## config.mk

```make
export PLATFORM = sky130hd
export DESIGN_NAME = alu_exec_unit_flat
export DESIGN_NICKNAME = d
export VERILOG_FILES = /design/src/rtl/alu_pkg.sv /design/src/rtl/alu_exec_unit_if.sv /design/src/rtl/alu_comb_core.sv /design/src/rtl/alu_exec_unit.sv /design/src/flat_wrapper.sv
export SDC_FILE = /design/constraint.sdc
export NUM_CORES = 1
export LEC_CHECK = 0
export ABC_AREA = 1
export CAP_MARGIN = 30
export CORE_UTILIZATION = 30
export DETAILED_ROUTE_END_ITERATION = 7
export DONT_BUFFER_PORTS = 1
export GPL_ROUTABILITY_DRIVEN = 0
export SYNTH_ARGS = -nofsm -noshare
export SYNTH_HDL_FRONTEND = slang
export SYNTH_SLANG_ARGS = --single-unit
```

## constraint.sdc

```tcl
create_clock -name clk -period 2.3 [get_ports clk]
set_input_delay 0.46 -clock clk [delete_from_list [all_inputs] [get_ports clk]]
set_output_delay 0.46 -clock clk [all_outputs]
set_load 0.03 [all_outputs]
```

## src/rtl/alu_pkg.sv

```systemverilog
// Shared ALU definitions: operation encodings, execution-unit FSM states and
// small decode helpers used by the execution unit and the control decoder.
package alu_pkg;

    localparam int ALU_XLEN = 32;

    localparam logic [3:0] ALU_ADD  = 4'd0;
    localparam logic [3:0] ALU_SUB  = 4'd1;
    localparam logic [3:0] ALU_SLL  = 4'd2;
    localparam logic [3:0] ALU_SRL  = 4'd3;
    localparam logic [3:0] ALU_SRA  = 4'd4;
    localparam logic [3:0] ALU_SLT  = 4'd5;
    localparam logic [3:0] ALU_SLTU = 4'd6;
    localparam logic [3:0] ALU_AND  = 4'd7;
    localparam logic [3:0] ALU_OR   = 4'd8;
    localparam logic [3:0] ALU_XOR  = 4'd9;

    typedef enum logic [1:0] {
        ST_IDLE,
        ST_SHIFT,
        ST_DONE
    } exec_state_e;

    function automatic logic isShiftOp(input logic [3:0] code);
        return (code == ALU_SLL) || (code == ALU_SRL) || (code == ALU_SRA);
    endfunction

    // Codes 10-15 are reserved and complete as a zero result.
    function automatic logic isReservedOp(input logic [3:0] code);
        return code > ALU_XOR;
    endfunction

endpackage

```

## src/rtl/alu_exec_unit_if.sv

```systemverilog
// Valid/ready operation and result channels of the ALU execution unit.
// The master drives operations and consumes results; the slave is the unit.
interface alu_exec_unit_if #(
    parameter int XLEN = 32
);
    logic            flush;
    logic            in_valid;
    logic            in_ready;
    logic [3:0]      alu_control;
    logic [XLEN-1:0] op_a;
    logic [XLEN-1:0] op_b;
    logic            out_valid;
    logic            out_ready;
    logic [XLEN-1:0] result;
    logic            zero;

    modport master (
        output flush, in_valid, alu_control, op_a, op_b, out_ready,
        input  in_ready, out_valid, result, zero
    );

    modport slave (
        input  flush, in_valid, alu_control, op_a, op_b, out_ready,
        output in_ready, out_valid, result, zero
    );
endinterface

```

## src/rtl/alu_comb_core.sv

```systemverilog
// Single-cycle combinational datapath: add/sub, signed/unsigned compare and
// bitwise logic. Shift and reserved codes yield zero here.
module alu_comb_core
    import alu_pkg::*;
#(
    parameter int XLEN = 32
) (
    input  logic [3:0]      alu_control_i,
    input  logic [XLEN-1:0] op_a_i,
    input  logic [XLEN-1:0] op_b_i,
    output logic [XLEN-1:0] result_o
);

    always_comb begin
        result_o = '0;
        case (alu_control_i)
            ALU_ADD:  result_o = op_a_i + op_b_i;
            ALU_SUB:  result_o = op_a_i - op_b_i;
            ALU_SLT:  result_o = {{(XLEN-1){1'b0}}, ($signed(op_a_i) < $signed(op_b_i))};
            ALU_SLTU: result_o = {{(XLEN-1){1'b0}}, (op_a_i < op_b_i)};
            ALU_AND:  result_o = op_a_i & op_b_i;
            ALU_OR:   result_o = op_a_i | op_b_i;
            ALU_XOR:  result_o = op_a_i ^ op_b_i;
            default:  result_o = '0;
        endcase
    end

endmodule

```

## src/rtl/alu_exec_unit.sv

```systemverilog
// ALU execution unit: valid/ready operation intake, single-cycle ops via
// alu_comb_core, and a one-bit-per-cycle iterative shifter with a held result.
module alu_exec_unit
    import alu_pkg::*;
#(
    parameter int XLEN = 32
) (
    input  logic           clk,
    input  logic           rst,
    alu_exec_unit_if.slave bus
);

    exec_state_e     state_q, state_d;
    logic [XLEN-1:0] work_q, work_d;
    logic [XLEN-1:0] result_q, result_d;
    logic            zero_q, zero_d;
    logic [4:0]      cnt_q, cnt_d;
    logic [3:0]      op_q, op_d;

    logic [XLEN-1:0] coreResult;
    logic [XLEN-1:0] firstShift;
    logic [XLEN-1:0] workShift;
    logic [XLEN-1:0] singleResult;
    logic [4:0]      shamt;
    logic            inReady;
    logic            accept;

    function automatic logic [XLEN-1:0] shiftOne(input logic [3:0] code,
                                                 input logic [XLEN-1:0] value);
        logic [XLEN-1:0] shifted;
        case (code)
            ALU_SLL: shifted = {value[XLEN-2:0], 1'b0};
            ALU_SRA: shifted = {value[XLEN-1], value[XLEN-1:1]};
            default: shifted = {1'b0, value[XLEN-1:1]};
        endcase
        return shifted;
    endfunction

    alu_comb_core #(
        .XLEN(XLEN)
    ) u_core (
        .alu_control_i(bus.alu_control),
        .op_a_i       (bus.op_a),
        .op_b_i       (bus.op_b),
        .result_o     (coreResult)
    );

    assign shamt      = bus.op_b[4:0];
    assign firstShift = shiftOne(bus.alu_control, bus.op_a);
    assign workShift  = shiftOne(op_q, work_q);

    // Result for any op that finishes on the accepting edge.
    always_comb begin
        singleResult = coreResult;
        if (isShiftOp(bus.alu_control)) begin
            singleResult = (shamt == 5'd0) ? bus.op_a : firstShift;
        end else if (isReservedOp(bus.alu_control)) begin
            singleResult = '0;
        end
    end

    assign inReady       = (state_q == ST_IDLE) || ((state_q == ST_DONE) && bus.out_ready);
    assign accept        = bus.in_valid && inReady;
    assign bus.in_ready  = inReady;
    assign bus.out_valid = (state_q == ST_DONE);
    assign bus.result    = result_q;
    assign bus.zero      = zero_q;

    // The first shift step happens on the accepting edge, so a shift by N
    // presents its result N cycles after acceptance.
    always_comb begin
        state_d  = state_q;
        work_d   = work_q;
        cnt_d    = cnt_q;
        op_d     = op_q;
        result_d = result_q;
        zero_d   = zero_q;

        if (bus.flush) begin
            state_d  = ST_IDLE;
            work_d   = '0;
            cnt_d    = '0;
            result_d = '0;
            zero_d   = 1'b0;
        end else begin
            case (state_q)
                ST_SHIFT: begin
                    work_d = workShift;
                    cnt_d  = cnt_q - 5'd1;
                    if (cnt_q == 5'd1) begin
                        state_d  = ST_DONE;
                        result_d = workShift;
                        zero_d   = (workShift == '0);
                    end
                end
                ST_DONE: begin
                    if (bus.out_ready) begin
                        state_d = ST_IDLE;
                    end
                end
                default: ;
            endcase

            if (accept) begin
                op_d    = bus.alu_control;
                state_d = ST_DONE;
                work_d  = '0;
                cnt_d   = '0;
                if (isShiftOp(bus.alu_control) && (shamt > 5'd1)) begin
                    state_d = ST_SHIFT;
                    work_d  = firstShift;
                    cnt_d   = shamt - 5'd1;
                end else begin
                    result_d = singleResult;
                    zero_d   = (singleResult == '0);
                end
            end
        end
    end

    always_ff @(posedge clk or posedge rst) begin
        if (rst) begin
            state_q  <= ST_IDLE;
            work_q   <= '0;
            cnt_q    <= '0;
            op_q     <= ALU_ADD;
            result_q <= '0;
            zero_q   <= 1'b0;
        end else begin
            state_q  <= state_d;
            work_q   <= work_d;
            cnt_q    <= cnt_d;
            op_q     <= op_d;
            result_q <= result_d;
            zero_q   <= zero_d;
        end
    end

endmodule
```

## src/flat_wrapper.sv

```systemverilog
// flat-port wrapper written by rule: the top's interface ports become plain ports
module alu_exec_unit_flat import alu_pkg::*;
#(
    parameter int XLEN = 32
)
  (clk, rst, bus_flush, bus_in_valid, bus_alu_control, bus_op_a, bus_op_b, bus_out_ready, bus_in_ready, bus_out_valid, bus_result, bus_zero);
  alu_exec_unit_if #(.XLEN(XLEN)) bus_i ();
  input  logic clk;
  input  logic rst;
  input wire logic [$bits(bus_i.flush)-1:0] bus_flush;
  input wire logic [$bits(bus_i.in_valid)-1:0] bus_in_valid;
  input wire logic [$bits(bus_i.alu_control)-1:0] bus_alu_control;
  input wire logic [$bits(bus_i.op_a)-1:0] bus_op_a;
  input wire logic [$bits(bus_i.op_b)-1:0] bus_op_b;
  input wire logic [$bits(bus_i.out_ready)-1:0] bus_out_ready;
  output wire logic [$bits(bus_i.in_ready)-1:0] bus_in_ready;
  output wire logic [$bits(bus_i.out_valid)-1:0] bus_out_valid;
  output wire logic [$bits(bus_i.result)-1:0] bus_result;
  output wire logic [$bits(bus_i.zero)-1:0] bus_zero;
  assign bus_i.flush = bus_flush;
  assign bus_i.in_valid = bus_in_valid;
  assign bus_i.alu_control = bus_alu_control;
  assign bus_i.op_a = bus_op_a;
  assign bus_i.op_b = bus_op_b;
  assign bus_i.out_ready = bus_out_ready;
  assign bus_in_ready = bus_i.in_ready;
  assign bus_out_valid = bus_i.out_valid;
  assign bus_result = bus_i.result;
  assign bus_zero = bus_i.zero;
  alu_exec_unit #(.XLEN(XLEN)) u_core (.clk(clk), .rst(rst), .bus(bus_i));
endmodule
```

Word level (Yosys, flattened, before mapping)
Cells that the tools add are included.
{ "op_classes": {"magnitude_cmp": 4, "add_sub_neg": 4, "n_bitwise": 4, "mux": 30, "eq_ne": 16, "n_reduce_logical": 15} }
{ "op_table": {"columns": ["operator", "count"], "rows": [
  ["$mux 32", 12],
  ["$pmux 32 s7", 1],
  ["$pmux 32 s2", 2],
  ["$logic_not 32->1", 2],
  ["$lt 32x32->1", 2],
  ["$add 32x32->32", 1],
  ["$and 32x32->32", 1],
  ["$or 32x32->32", 1],
  ["$sub 32x32->32", 1],
  ["$xor 32x32->32", 1],
  ["$eq 4x3->1 const B", 5],
  ["$mux 5", 4],
  ["$eq 4x2->1 const B", 3],
  ["$mux 2", 5],
  ["$sub 5x1->5 const B", 2],
  ["$eq 4x4->1 const B", 2],
  ["$eq 5x1->1 const B", 1],
  ["$gt 5x1->1 const B", 1],
  ["$logic_not 5->1", 1],
  ["$mux 1", 5],
  ["$eq 4x1->1 const B", 1],
  ["$gt 4x4->1 const B", 1],
  ["$logic_not 4->1", 1],
  ["$ne 4x2->1 const B", 1],
  ["other kinds (12)", 16]
]} }
{ "totals": {"register_bits": 76, "in_bits": 73, "output_inout_bits": 35, "elab_cells": 79} }

Longest topological paths before layout
{ "depth": {"ltp_word": 8, "mapped_depth": 21, "depth_no_buf": 20} }

Cells and area by module
A second synthesis with hierarchy kept.
{ "unflattened": {"hier_cells": 2216, "hier_area_um2": 12194.2} }
{ "modules_own_cells": {"columns": ["mod", "cells_per_inst", "area_each_um2", "n_inst", "seq_area_each_um2"], "rows": [
  ["alu_comb_core", 1266, 6293.5, 1, 0.0],
  ["alu_exec_unit", 950, 5900.7, 1, 1901.8]
]} }

Worst setup path before layout
Ideal clock, no wire load.
{ "synth_path": {"kind": "register -> register", "from": "register u_core.state_q[0]", "to": "register u_core.result_q[28], in the netlist u_core.bus.result[28]", "n_path_buf": 2, "path_slack_ns": -0.111, "synth_period_minus_slack_ns": 2.411, "stages_incl_launch_ff": 10, "setup_time_ns": 0.094, "arrival_ns": 2.317, "t_required_ns": 2.206, "path_cell_list": "dfrtp_1 -> nor2_2 -> nand2_1 -> o21ai_0 -> nand2_1 -> buf_2 -> nor2_4 -> buf_2 -> a21oi_1 -> a211oi_1"} }
{ "synth_between": {"elab_chain_cells": 6, "word_cells_on_any_way": 10, "cone_classes": "2 x eq/ne; 4 x mux; 4 x reduce/logical"} }
{ "synth_lines": {"columns": ["item", "line", "rtl"], "rows": [
  ["start: declaration", "alu_exec_unit.sv:13", "exec_state_e state_q, state_d;"],
  ["start signal: assignment", "alu_exec_unit.sv:130", "state_q <= state_d;"],
  ["$eq 2x2->1", null, null],
  ["named net bus_out_valid", "flat_wrapper.sv:17", "output wire logic [$bits(bus_i.out_valid)-1:0] bus_out_valid;"],
  ["$logic_and 1x1->1", "alu_exec_unit.sv:62", "assign inReady = (state_q == ST_IDLE) || ((state_q == ST_DONE) && bus.out_ready);"],
  ["$logic_or 1x1->1", "alu_exec_unit.sv:62", null],
  ["named net bus_in_ready", "flat_wrapper.sv:16", "output wire logic [$bits(bus_i.in_ready)-1:0] bus_in_ready;"],
  ["$logic_and 1x1->1", "alu_exec_unit.sv:63", "assign accept = bus.in_valid && inReady;"],
  ["$mux 32", "alu_exec_unit.sv:104", "if (accept) begin"],
  ["$mux 32", "alu_exec_unit.sv:79", "if (bus.flush) begin"],
  ["named net u_core.result_d[28]", "alu_exec_unit.sv:15", "logic [XLEN-1:0] result_q, result_d;"],
  ["end signal: assignment", "alu_exec_unit.sv:134", "result_q <= result_d;"],
  ["end: declaration", "alu_exec_unit.sv:15", null]
]} }
The timed path passes the listed nets, and every way through them passes these cells.
A chain may end at the register's enable or synchronous reset.

Final worst setup path
{ "layout_path": {"from": "input bus_op_a[0]", "to": "register u_core.zero_q, in the netlist u_core.bus.zero"} }
{ "layout_between": {"elab_chain_cells": 8, "word_cells_on_any_way": 16, "cone_classes": "2 x add/sub; 2 x order compare; 8 x mux; 3 x bitwise; 1 x reduce/logical"} }
{ "layout_lines": {"columns": ["item", "line", "rtl"], "rows": [
  ["start: declaration", "flat_wrapper.sv:13", "input wire logic [$bits(bus_i.op_a)-1:0] bus_op_a;"],
  ["$sub 32x32->32 (tied with other cells)", "alu_comb_core.sv:18", "ALU_SUB: result_o = op_a_i - op_b_i;"],
  ["$pmux 32 s7", "alu_comb_core.sv:16", "case (alu_control_i)"],
  ["$mux 32", "alu_exec_unit.sv:57", "end else if (isReservedOp(bus.alu_control)) begin"],
  ["$mux 32 *", "alu_exec_unit.sv:55", "if (isShiftOp(bus.alu_control)) begin"],
  ["$logic_not 32->1 *", "alu_exec_unit.sv:115", "zero_d = (singleResult == '0);"],
  ["$mux 1 *", "alu_exec_unit.sv:109", "if (isShiftOp(bus.alu_control) && (shamt > 5'd1)) begin"],
  ["$mux 1 *", "alu_exec_unit.sv:104", null],
  ["$mux 1 *", "alu_exec_unit.sv:79", null],
  ["named net u_core.zero_d", "alu_exec_unit.sv:16", "logic zero_q, zero_d;"],
  ["end signal: assignment", "alu_exec_unit.sv:135", "zero_q <= zero_d;"],
  ["end: declaration", "alu_exec_unit.sv:16", null]
]} }
Mark *: on every way through the listed nets, which the timed path passes. The rest lies on a longest branch.

==> reports/results.tsv <==
metric	value	unit
crit_chain	clkinv_16 -> ha_4 -> inv_4 -> fa_2 -> nand2_2 -> nand2_2 -> buf_6 -> nand4_1 -> nand2_4 -> nand2_1 -> nand3_1 -> nand3_2 -> o21ai_4 -> nand2_2 -> nor2_4 -> nand3_2 -> nor2_2 -> nand3_1 -> a21oi_2	
drv_slew	0	
grt_max_degree	41	
worstMarginPinSlew	0.818	ns
die_w	200	um
dp_slack	-0.859	ns
wirelength	57.1	mm
r2r_start	u_core.op_q[3]$_DFFE_PP0P_	
synth_mux_area_frac	0	
crit_start	bus_op_a[0]	
io_pins	108	
utilization	0.455	
share_comb_of_total_power	0.565	
synth_compound_area_frac	0.205	
dr.pass1.iters	8	
hold_viol	0	
whs	0.129	ns
syn_avg_cell_area	5.72	um^2
busiest_layer	met2	
layout_setup_ws	-0.0556	ns
start_util	0.305	
synthDominantCellAreaShare	0.194	
die_h	200	um
yosys.area_share.simple	0.355	
synth.area.top_cells	nand2_1, dfrtp_1, inv_1	
p_leak	9.11	nW
synthAdderAreaFrac	0.117	
rsz0062_at_grt	yes	
dpl_cell_area	15300	um^2
setup_viol	3	
synthCells	2064	
peakVddDrop	297	uV
crit_type	in2reg	
finalSetupTns	-0.0988	ns
drtAntennaViolNets	0	
internal-power	4.72	mW
cp_common_cell	nand2_2	
syn_area	11800	um^2
p_sw_frac	0.433	
cpLargestDelayFamily	simple AND/OR/NAND/NOR gates	
met1_usage	0.365	
dr_total_vias	15900	
clockBufferDepth	2	
hold_class	in2async	
n_fill_cell	4025	
ff2ff_setup_slack	-0.02	ns
slowest_delay	0.22	ns
arrival	2.64	ns
dpl.hpwl	45.1	mm
yosysTopAreaCell	nand2_1	
cts_root_buffer	clkbuf_16	
clock_latency	0.35	ns
fin_nets	2624	
grt_pass1_vias	15100	
maxCapViolCount	0	
crit_cells	19	
multi_input_area	9480	um^2
drive_gt1_frac	0.347	
clock-sinks	76	
grt_pass1_wl	85.2	mm
wl_per_cell	19.2	um
port_buffers	0	
rr_worst_depth	13	
reg2reg_to	u_core.bus.zero$_DFF_PP0_	
pwr-share-seq	0.219	
critPathLaunchType	input port	
violations	negative setup slack	
synth_seq_cells	76	
fin_area	17600	um^2
syn_to_final_growth	49.1	%
drt-vias-per-instance	5.34	
row_count	72	
drt_iter0_drc	1897	
power_density	473	nW/um^2
drcViolationCount	0	
clockPowerShare	0.216	
cp_slowest_cell	o21ai_4	
cp_max_fo	3	
cts_tree	done	
htree_levels	3	
synth_top_family_by_area	simple AND/OR/NAND/NOR gates	
critPathRequiredTime	2.58	ns
post-route-period-util	1.02	
fin_skew	0.00694	ns
path_buf_inv	3	
grt_util_all_layers	0.272	
yosysSeqAreaShare	0.161	
syn-num-nets	2246	
antenna_found_initial	1	
slew_headroom	0.454	
grtUsageMet2	0.415	
fmax	425	MHz
synth_xor_area_frac	0.00223	
grt_use_met3	0.0513	
status	finished, violations left	
core	38700	um^2
yosysWarnings	0	
overflow	0	
seqCellArea	1900	um^2
ys_types	48	
dieArea	40200	um^2
postCtsHoldBufs	0	
critPathCapture	u_core.bus.zero$_DFF_PP0_	
min_period	2.36	ns
numCtsBuffers	9	
p_switching	3.61	mW
setup.worst_path.end_class	register	
clk_pin_slew_worst_paths	0.06	ns
[logic make-up after synthesis]
logic type / Yosys count
AO/OA/AOI/OAI: 404
buffers and inverters: 476
adder cells (fa/ha/maj): 109
XOR/XNOR: 3
AND/OR/NAND/NOR: 996
flip-flops: 76
[timing repair]
| action | 4_1_cts | 5_1_grt |
|---|---|---|
| pin swaps | 67 | 112 |
| endpoints found under the setup margin | 21 | 20 |
| cloned | 1 | 0 |
| endpoints found under the hold margin | 0 | 0 |
| setup buffers | 23 | 21 |
| resized for setup | 193 | 239 |
[worst min path at each step]
stage	from	to	cells past startpoint	slack, ns
2_1_floorplan	u_core.op_q[3]$_DFFE_PP0P_	u_core.op_q[3]$_DFFE_PP0P_	2	0.47
3_3_place_gp	u_core.op_q[0]$_DFFE_PP0P_	u_core.op_q[0]$_DFFE_PP0P_	2	0.50
3_5_place_dp	rst	u_core.work_q[7]$_DFFE_PP0P_	1	0.51
4_1_cts	rst	u_core.work_q[9]$_DFFE_PP0P_	1	0.13
5_1_grt	rst	u_core.work_q[1]$_DFFE_PP0P_	1	0.16
6_report	rst	u_core.work_q[1]$_DFFE_PP0P_	1	0.13
[final cells by class]
class | instances | area share
diodes | 3 | 0.000426
clock buffers | 10 | 0.0136
clock inverters | 6 | 0.00767
inverters | 386 | 0.0858
multi-input cells | 1513 | 0.538
flip-flops and latches | 76 | 0.108
well taps | 518 | 0.0368
repair buffers | 456 | 0.209
[cell usage after synthesis, drive strengths merged]
cell and instances:
a211oi 9, a21o 1, a21oi 121, a221oi 5, a22oi 4, a311oi 1
a31oi 2, a32oi 2, and2 7, and3 1, buf 70, clkbuf 20
clkinv 3, dfrtp 76, fa 2, ha 107, inv 383, nand2 615
nand3 146, nand3b 1, nand4 44, nor2 156, nor3 24, nor4 2
o2111ai 1, o211ai 33, o21a 1, o21ai 138, o21bai 5, o221ai 1
o22a 18, o22ai 62, xor2 3
[through the flow]
stage                     power [mW]  std cells
after floorplan                 3.89       2064
after global placement          5.62       2904
after detailed placement        5.67       2904
after CTS                       7.88       2944
after global routing            8.79       2967
final                           8.33       2968
[registers in the layout, indices dropped and copies added (netlist names)]
register	count
u_core.cnt_q	5
u_core.bus.result	32
u_core.state_q	2
u_core.bus.zero	1
u_core.work_q	32
u_core.op_q	4
[layer usage]
layer / part of all wire / wire length [um]
met1: 0.42 / 23800
met2: 0.43 / 24400
met3: 0.098 / 5590
met4: 0.058 / 3330
met5: 0 / 0
[power by group through the flow]
| stage | Combinational (mW) | Clock (mW) | Sequential, mW |
|---|---|---|---|
| 3_3_place_gp | 3.79 | 0 | 1.83 |
| 6_report | 4.70 | 1.80 | 1.83 |
| 3_5_place_dp | 3.84 | 0 | 1.83 |
| 5_1_grt | 5.05 | 1.89 | 1.85 |
| 4_1_cts | 4.24 | 1.82 | 1.82 |
| 2_1_floorplan | 2.11 | 0 | 1.78 |
[layout by cell type, fill, tap and decap left out, types with 42 or more instances in the layout]
cell type / n
dfrtp_1: 75
inv_2: 42
nand4_1: 44
nand3_1: 108
nand2_2: 98
ha_1: 75
o21ai_0: 96
nand2_1: 504
nor2_1: 85
o22ai_1: 62
buf_4: 424
inv_1: 330
a21oi_1: 103
(Power assumes the default switching activity.)
